### src/rtl/stream_rx_fifo.sv
// ---------------------------------------------------------------------------
// stream_rx_fifo
//
// Receive buffer between a byte/word source (UART RX, JTAG shift capture) and
// the command decoder. Everything runs on one clock domain.
// - The read side is first-word-fall-through: the head word sits on out_data_o
//   while out_valid_o is high.
// - The write side either back-pressures the source through in_ready_o
//   (DROP_ON_FULL=0), or accepts every offered word and drops any that arrive
//   while the buffer is full (DROP_ON_FULL=1).
//
// Optional feature macro: RX_FIFO_STATS_EN
//   defined     -> drop_cnt_o (saturating) and high_water_o are implemented
//   not defined -> drop_cnt_o and high_water_o are tied to zero
//
// Ports
//   clk_i          clock, rising edge
//   rst_i          synchronous reset, active-high
//   flush_i        synchronous clear of contents
//   in_data_i      write data
//   in_valid_i     write request
//   in_ready_o     buffer can accept in_data_i (registered)
//   out_data_o     head word, meaningful when out_valid_o
//   out_valid_o    head word present
//   out_ready_i    consumer pops the head when out_valid_o && out_ready_i
//   count_o        words stored, including the head
//   free_o         DEPTH - count_o
//   almost_full_o  count_o >= AFULL_THRESH
//   overflow_o     sticky "a word was dropped" flag (DROP_ON_FULL=1 only)
//   clr_ovf_i      clears overflow_o; a same-cycle drop wins
//   drop_cnt_o     dropped-word counter
//   high_water_o   peak count since reset or flush
// ---------------------------------------------------------------------------
module stream_rx_fifo #(
   parameter int WIDTH        = 8,
   parameter int DEPTH        = 256,
   parameter int ADDR_BITS    = $clog2(DEPTH),
   parameter int AFULL_THRESH = DEPTH - 4,
   parameter bit DROP_ON_FULL = 1'b0
) (
   input  logic                 clk_i,
   input  logic                 rst_i,
   input  logic                 flush_i,
   input  logic [WIDTH-1:0]     in_data_i,
   input  logic                 in_valid_i,
   output logic                 in_ready_o,
   output logic [WIDTH-1:0]     out_data_o,
   output logic                 out_valid_o,
   input  logic                 out_ready_i,
   output logic [ADDR_BITS:0]   count_o,
   output logic [ADDR_BITS:0]   free_o,
   output logic                 almost_full_o,
   output logic                 overflow_o,
   input  logic                 clr_ovf_i,
   output logic [15:0]          drop_cnt_o,
   output logic [ADDR_BITS:0]   high_water_o
);

   localparam logic [ADDR_BITS:0] DEPTH_W = (ADDR_BITS+1)'(DEPTH);
   localparam logic [ADDR_BITS:0] AFULL_W = (ADDR_BITS+1)'(AFULL_THRESH);

   logic [WIDTH-1:0]     mem [DEPTH];
   logic [ADDR_BITS-1:0] wr_ptr_q, wr_ptr_d;
   logic [ADDR_BITS-1:0] rd_ptr_q, rd_ptr_d;
   logic [ADDR_BITS:0]   count_q, count_d;
   logic [ADDR_BITS:0]   free_q, free_d;
   logic                 afull_q, afull_d;
   logic                 in_ready_q, in_ready_d;
   logic                 ovf_q, ovf_d;
   logic                 full, push, pop, drop;

   // Handshake decode. The FIFO is empty exactly when count is zero, so the
   // head is valid whenever anything is stored. In drop mode, a full buffer
   // still takes a word if the head leaves in the same cycle.
   always_comb begin
      full = (count_q == DEPTH_W);
      pop  = (count_q != '0) && out_ready_i;
      if (DROP_ON_FULL) begin
         push = in_valid_i && !(full && !pop);
         drop = in_valid_i && full && !pop;
      end else begin
         push = in_valid_i && in_ready_q;
         drop = 1'b0;
      end
   end

   // Next-state logic. Flush returns to the post-reset picture but keeps the
   // source side open and leaves the overflow history alone; a word offered
   // in the flush cycle simply vanishes.
   always_comb begin
      wr_ptr_d   = wr_ptr_q;
      rd_ptr_d   = rd_ptr_q;
      count_d    = count_q;
      free_d     = free_q;
      afull_d    = afull_q;
      in_ready_d = in_ready_q;
      ovf_d      = ovf_q;
      if (flush_i) begin
         wr_ptr_d   = '0;
         rd_ptr_d   = '0;
         count_d    = '0;
         free_d     = DEPTH_W;
         afull_d    = 1'b0;
         in_ready_d = 1'b1;
         if (clr_ovf_i) ovf_d = 1'b0;
      end else begin
         if (push) wr_ptr_d = wr_ptr_q + 1'b1;
         if (pop)  rd_ptr_d = rd_ptr_q + 1'b1;
         count_d    = count_q + (ADDR_BITS+1)'(push) - (ADDR_BITS+1)'(pop);
         free_d     = DEPTH_W - count_d;
         afull_d    = (count_d >= AFULL_W);
         in_ready_d = DROP_ON_FULL ? 1'b1 : (count_d < DEPTH_W);
         if (drop)           ovf_d = 1'b1;
         else if (clr_ovf_i) ovf_d = 1'b0;
      end
   end

   always_ff @(posedge clk_i) begin
      if (rst_i) begin
         wr_ptr_q   <= '0;
         rd_ptr_q   <= '0;
         count_q    <= '0;
         free_q     <= DEPTH_W;
         afull_q    <= 1'b0;
         in_ready_q <= 1'b0;
         ovf_q      <= 1'b0;
      end else begin
         wr_ptr_q   <= wr_ptr_d;
         rd_ptr_q   <= rd_ptr_d;
         count_q    <= count_d;
         free_q     <= free_d;
         afull_q    <= afull_d;
         in_ready_q <= in_ready_d;
         ovf_q      <= ovf_d;
      end
   end

   // Storage has no reset; stale words are never visible because the head
   // is masked whenever the buffer is empty.
   always_ff @(posedge clk_i) begin
      if (!rst_i && !flush_i && push) mem[wr_ptr_q] <= in_data_i;
   end

   assign out_valid_o   = (count_q != '0);
   assign out_data_o    = out_valid_o ? mem[rd_ptr_q] : '0;
   assign in_ready_o    = in_ready_q;
   assign count_o       = count_q;
   assign free_o        = free_q;
   assign almost_full_o = afull_q;
   assign overflow_o    = ovf_q;

`ifdef RX_FIFO_STATS_EN
   logic [15:0]        drop_cnt_q;
   logic [ADDR_BITS:0] high_water_q;

   // Drop counter survives flush and sticks at all-ones. The peak tracker
   // follows the same count value that the count register loads.
   always_ff @(posedge clk_i) begin
      if (rst_i) begin
         drop_cnt_q   <= '0;
         high_water_q <= '0;
      end else if (flush_i) begin
         high_water_q <= '0;
      end else begin
         if (drop && (drop_cnt_q != 16'hFFFF)) drop_cnt_q <= drop_cnt_q + 16'd1;
         if (count_d > high_water_q) high_water_q <= count_d;
      end
   end

   assign drop_cnt_o   = drop_cnt_q;
   assign high_water_o = high_water_q;
`else
   assign drop_cnt_o   = '0;
   assign high_water_o = '0;
`endif

endmodule

### config.mk
export PLATFORM = sky130hd
export DESIGN_NAME = stream_rx_fifo
export DESIGN_NICKNAME = d
export VERILOG_FILES = /design/src/rtl/stream_rx_fifo.sv
export SDC_FILE = /design/constraint.sdc
export NUM_CORES = 2
export LEC_CHECK = 0
export BUFFER_PORTS_ARGS = -buffer_cell sky130_fd_sc_hd__buf_2
export CORE_ASPECT_RATIO = 1.2
export CORE_MARGIN = 1
export CORE_UTILIZATION = 60
export DETAILED_ROUTE_END_ITERATION = 8
export PLACE_DENSITY = 0.76
export SETUP_SLACK_MARGIN = 0.2
export SYNTH_ARGS = -nofsm -noshare
export SYNTH_HDL_FRONTEND = slang
export SYNTH_SLANG_ARGS = --single-unit
### constraint.sdc
create_clock -name clk_i -period 8.35 [get_ports clk_i]
set_input_delay 0 -clock clk_i [delete_from_list [all_inputs] [get_ports clk_i]]
set_output_delay 0 -clock clk_i [all_outputs]
set_load 0.02 [all_outputs]
==> results.md <==
• **top cells by area in the synthesized netlist** edfxtp_1 75%, mux4_2 11%, mux2i_1 2.3%
• **buffers inserted during post-CTS setup optimization** 0
• **post-synthesis simple-gate area fraction** 3.33%
• **shortest period the worst path allows** 5.52 ns
• **total number of vias** 39,800
• **Die ar.** 138,000 µm²
• **global-route wire length before repair** 268,000 µm
• **area fraction in compound gates after synthesis** 3.20%
• **Power, Total** 22.5 mW
• **area taken by multi-input logic gates** 17,600 µm²
• **count of final setup violators** 0
• **Reg clk slew, reported paths** 0.06 ns
• **fin. max-slew vios** 0
• **x dimension of the die** 339 µm
• **Power Density** 252 nW/µm²
• **Initial Util** 60.7%
• **share of synthesized flip-flops with an asynchronous set or reset** 0%
• **part of the Yosys area used for sequential elements** 76.4%
• **dpl cell area** 83,100 µm²
• **reported max-cap violation count** 0
• **Routability Congestion** 0.874
• **total routing usage reported by global routing** 26.9%
• **outcome** finished, final reports clean
• **htree depth** 4
• **Clock Latency Late Sink** 0.83 ns
• **combinational fraction of design power** 9.9%
• **average detailed-routed wire length per instance** 30.4 µm
• **drc violations** 0
• **number of nets in the layout** 4,115
• **number of violations reported at the end of detailed-routing iteration 0** 5,055
• **Synth Flop Type** edfxtp_1
• **hold violation total from the final report** 0
• **sw power** 5.19 mW
• **Worst Skew** 0.0356 ns
• **maximum VDD drop** 0.207 mV
• **die outline height** 406 µm
• **most frequent cell after synthesis** edfxtp_1
• **largest buffer count on any clock path** 3
• **R2R Path Start** count_o[2]
• **vias per cell** 6.60
• **Storage cell area** 62,400 µm²
• **number of fillers in the final layout** 8,258
• **Cell Rows** 147
• **Post-synth top cells** 2,048 x edfxtp_1, 414 x mux4_2, 352 x nor2_1
• **number of I/O pins** 69
• **cell depth of the worst flop-to-flop path** 20
• **Layout area overhead** 9.55%
• **number of antenna violations at the first check in global routing** 1
• **number of enable flip-flop cells after synthesis** 2,048
• **netlist area before placement** 81,700 µm²
• **Synth cell types** 73
• **Critical Path End Type** primary output
• **number of global-route vias before repair** 40,200
• **required time of the worst setup path** 8.35 ns
• **Total Negative Setup Slacks** 0 ns
• **number of port buffers** 41
• **count of yosys warnings during synthesis** 0
• **post-synthesis instance total** 3,999
• **count of state elements after synthesis** 2,091
• **transition time at the pin with the least slew margin** 1.31 ns
• **WHS Path Cells** 1
• **pin count of the biggest net entering global routing** 165
• **Final HPWL DP** 106,000 µm
• **worst slew slack as a fraction of its limit** 12.4%
• **worst hold slack after final layout** 0.000825 ns
• **mux contribution to synthesized area** 14.2%
• **setup repair after global routing missed its margin** no
• **biggest fanout along the worst timing path** 87
• **Worst Hold Endpoint** mem[147][0]
• **library cell occupying the most area in the post-synthesis netlist** edfxtp_1
• **arrival time reported for the critical path endpoint** 5.52 ns
• **gr ovfl total** 0
• **cell area after layout** 89,500 µm²
• **main combinational cell family by area after synthesis** multiplexers
• **CTS sink cnt** 2,091
• **TritonCTS clock tree** yes
• **Avg Cell Area, Syn** 20.4 µm²
• **area of the placeable core** 134,000 µm²
• **drt total wl** 184,000 µm
• **xor-xnor portion of the synthesized cell area** 0.300%
• **clock root cell** clkbuf_16
• **register-to-register setup slack** 3.14 ns
• **Synth Area in Adders** 0.300%
• **worst r2r dst** free_o[8]
• **TritonCTS buffer count** 192
• **class of the most critical hold timing path** input pin to flop
• **internal power** 17.3 mW
• **leakage power summed over all cells** 26.8 nW
• **Reg power frac** 51.5%
• **post-route ant nets** 0
• **Switching Fraction** 23.0%
• **maximum clock frequency** 181 MHz
• **origin of the worst min-delay path** in_data_i[0]
• **path type of the worst setup path** flop to primary output
• **part of the cycle the worst path needs** 66.2%
• **Worst Setup Start Kind** flop
• **relative contribution of the clock network to total power** 38.6%
• **first-pass iteration count of the detailed router** 8
• **core utilization of the finished layout** 66.5%
• **fraction of synthesized cell area taken by the top area cell type** 75.3%
• **fraction of final layout cells with drive strength greater than 1** 19.6%
## metrics by stage
| stage | cells | setup slack, ns |
|---|---|---|
| CTS | 6033 | 2.68 |
| finish | 6034 | 2.83 |
| global route | 6033 | 2.61 |
| floorplan | 4024 | 4.19 |
| global placement | 5664 | 3.59 |
| detailed placement | 5664 | 3.57 |
## layout by cell type, fill, tap and decap left out, drive strengths merged, types with 54 or more instances in the layout
master	n
a22oi	67
a21oi	54
mux4	428
clkinv	91
edfxtp	2048
o22ai	107
clkbuf	241
nand3	55
mux2i	185
nor2	352
buf	100
nand2	64
## area by class of cell
class	instances	area share [%]
inverters	16	0.0671
diodes	1	0.00280
repair buffers	120	1.13
clock buffers	233	5.59
multi-input cells	1661	19.6
clock inverters	124	1.36
flip-flops and latches	2091	69.7
well taps	1788	2.50
## per-layer routing
layer  track usage (%)  part of all wire (%)  up-vias
met2              45.1                    51     2032
met4              11.4                   4.2        0
met3              4.49                   8.2      373
li1                  -                     -    16600
met1              35.5                    37    20800
met5                 0                     0        -
## power by group through the flow
| stage | Sequential [mW] | Clock (mW) | Combinational [mW] |
|---|---|---|---|
| after floorplan | 11.8 | 0 | 1.61 |
| after global placement | 11.8 | 0 | 2.19 |
| after detailed placement | 11.8 | 0 | 2.22 |
| after CTS | 11.6 | 8.75 | 2.24 |
| after global routing | 11.6 | 9.12 | 2.37 |
| final | 11.6 | 8.69 | 2.23 |
## cell families after synthesis
| kind of cell | after synthesis |
|---|---|
| AO/OA/AOI/OAI | 369 |
| XOR/XNOR | 28 |
| adder cells (fa/ha/maj) | 19 |
| buffers and inverters | 272 |
| flip-flops | 2091 |
| multiplexers | 621 |
| other | 1 |
| AND/OR/NAND/NOR | 598 |
## worst max path at each step
stage          startpoint       endpoint
5_1_grt              flop  out_data_o[0]
4_1_cts              flop  out_data_o[2]
3_5_place_dp         flop  out_data_o[2]
2_1_floorplan  count_o[2]      free_o[8]
3_3_place_gp         flop  out_data_o[2]
6_report             flop  out_data_o[0]
## registers in the layout (all words and copies together), names as in the netlist, named ones only
signal         cells
free_o             8
rd_ptr_q           8
almost_full_o      1
in_ready_o         1
count_o            9
wr_ptr_q           8
mem             2048
## what timing repair did
action	in CTS	in global routing
endpoints found under the setup margin	0	0
endpoints found under the hold margin	408	0
hold buffers	12	0
gates resized for setup	0	0
## critical path, cell delays in order (launching register included)
cell,delay (ns)
dfxtp_4,0.83
buf_12,0.60
nand3b_2,0.77
o221ai_1,0.43
a211oi_1,0.16
a21oi_1,0.41
nand3_1,0.23
a22o_1,0.40
nor4_2,0.54
buf_2,0.27
(Power assumes the default switching activity.)
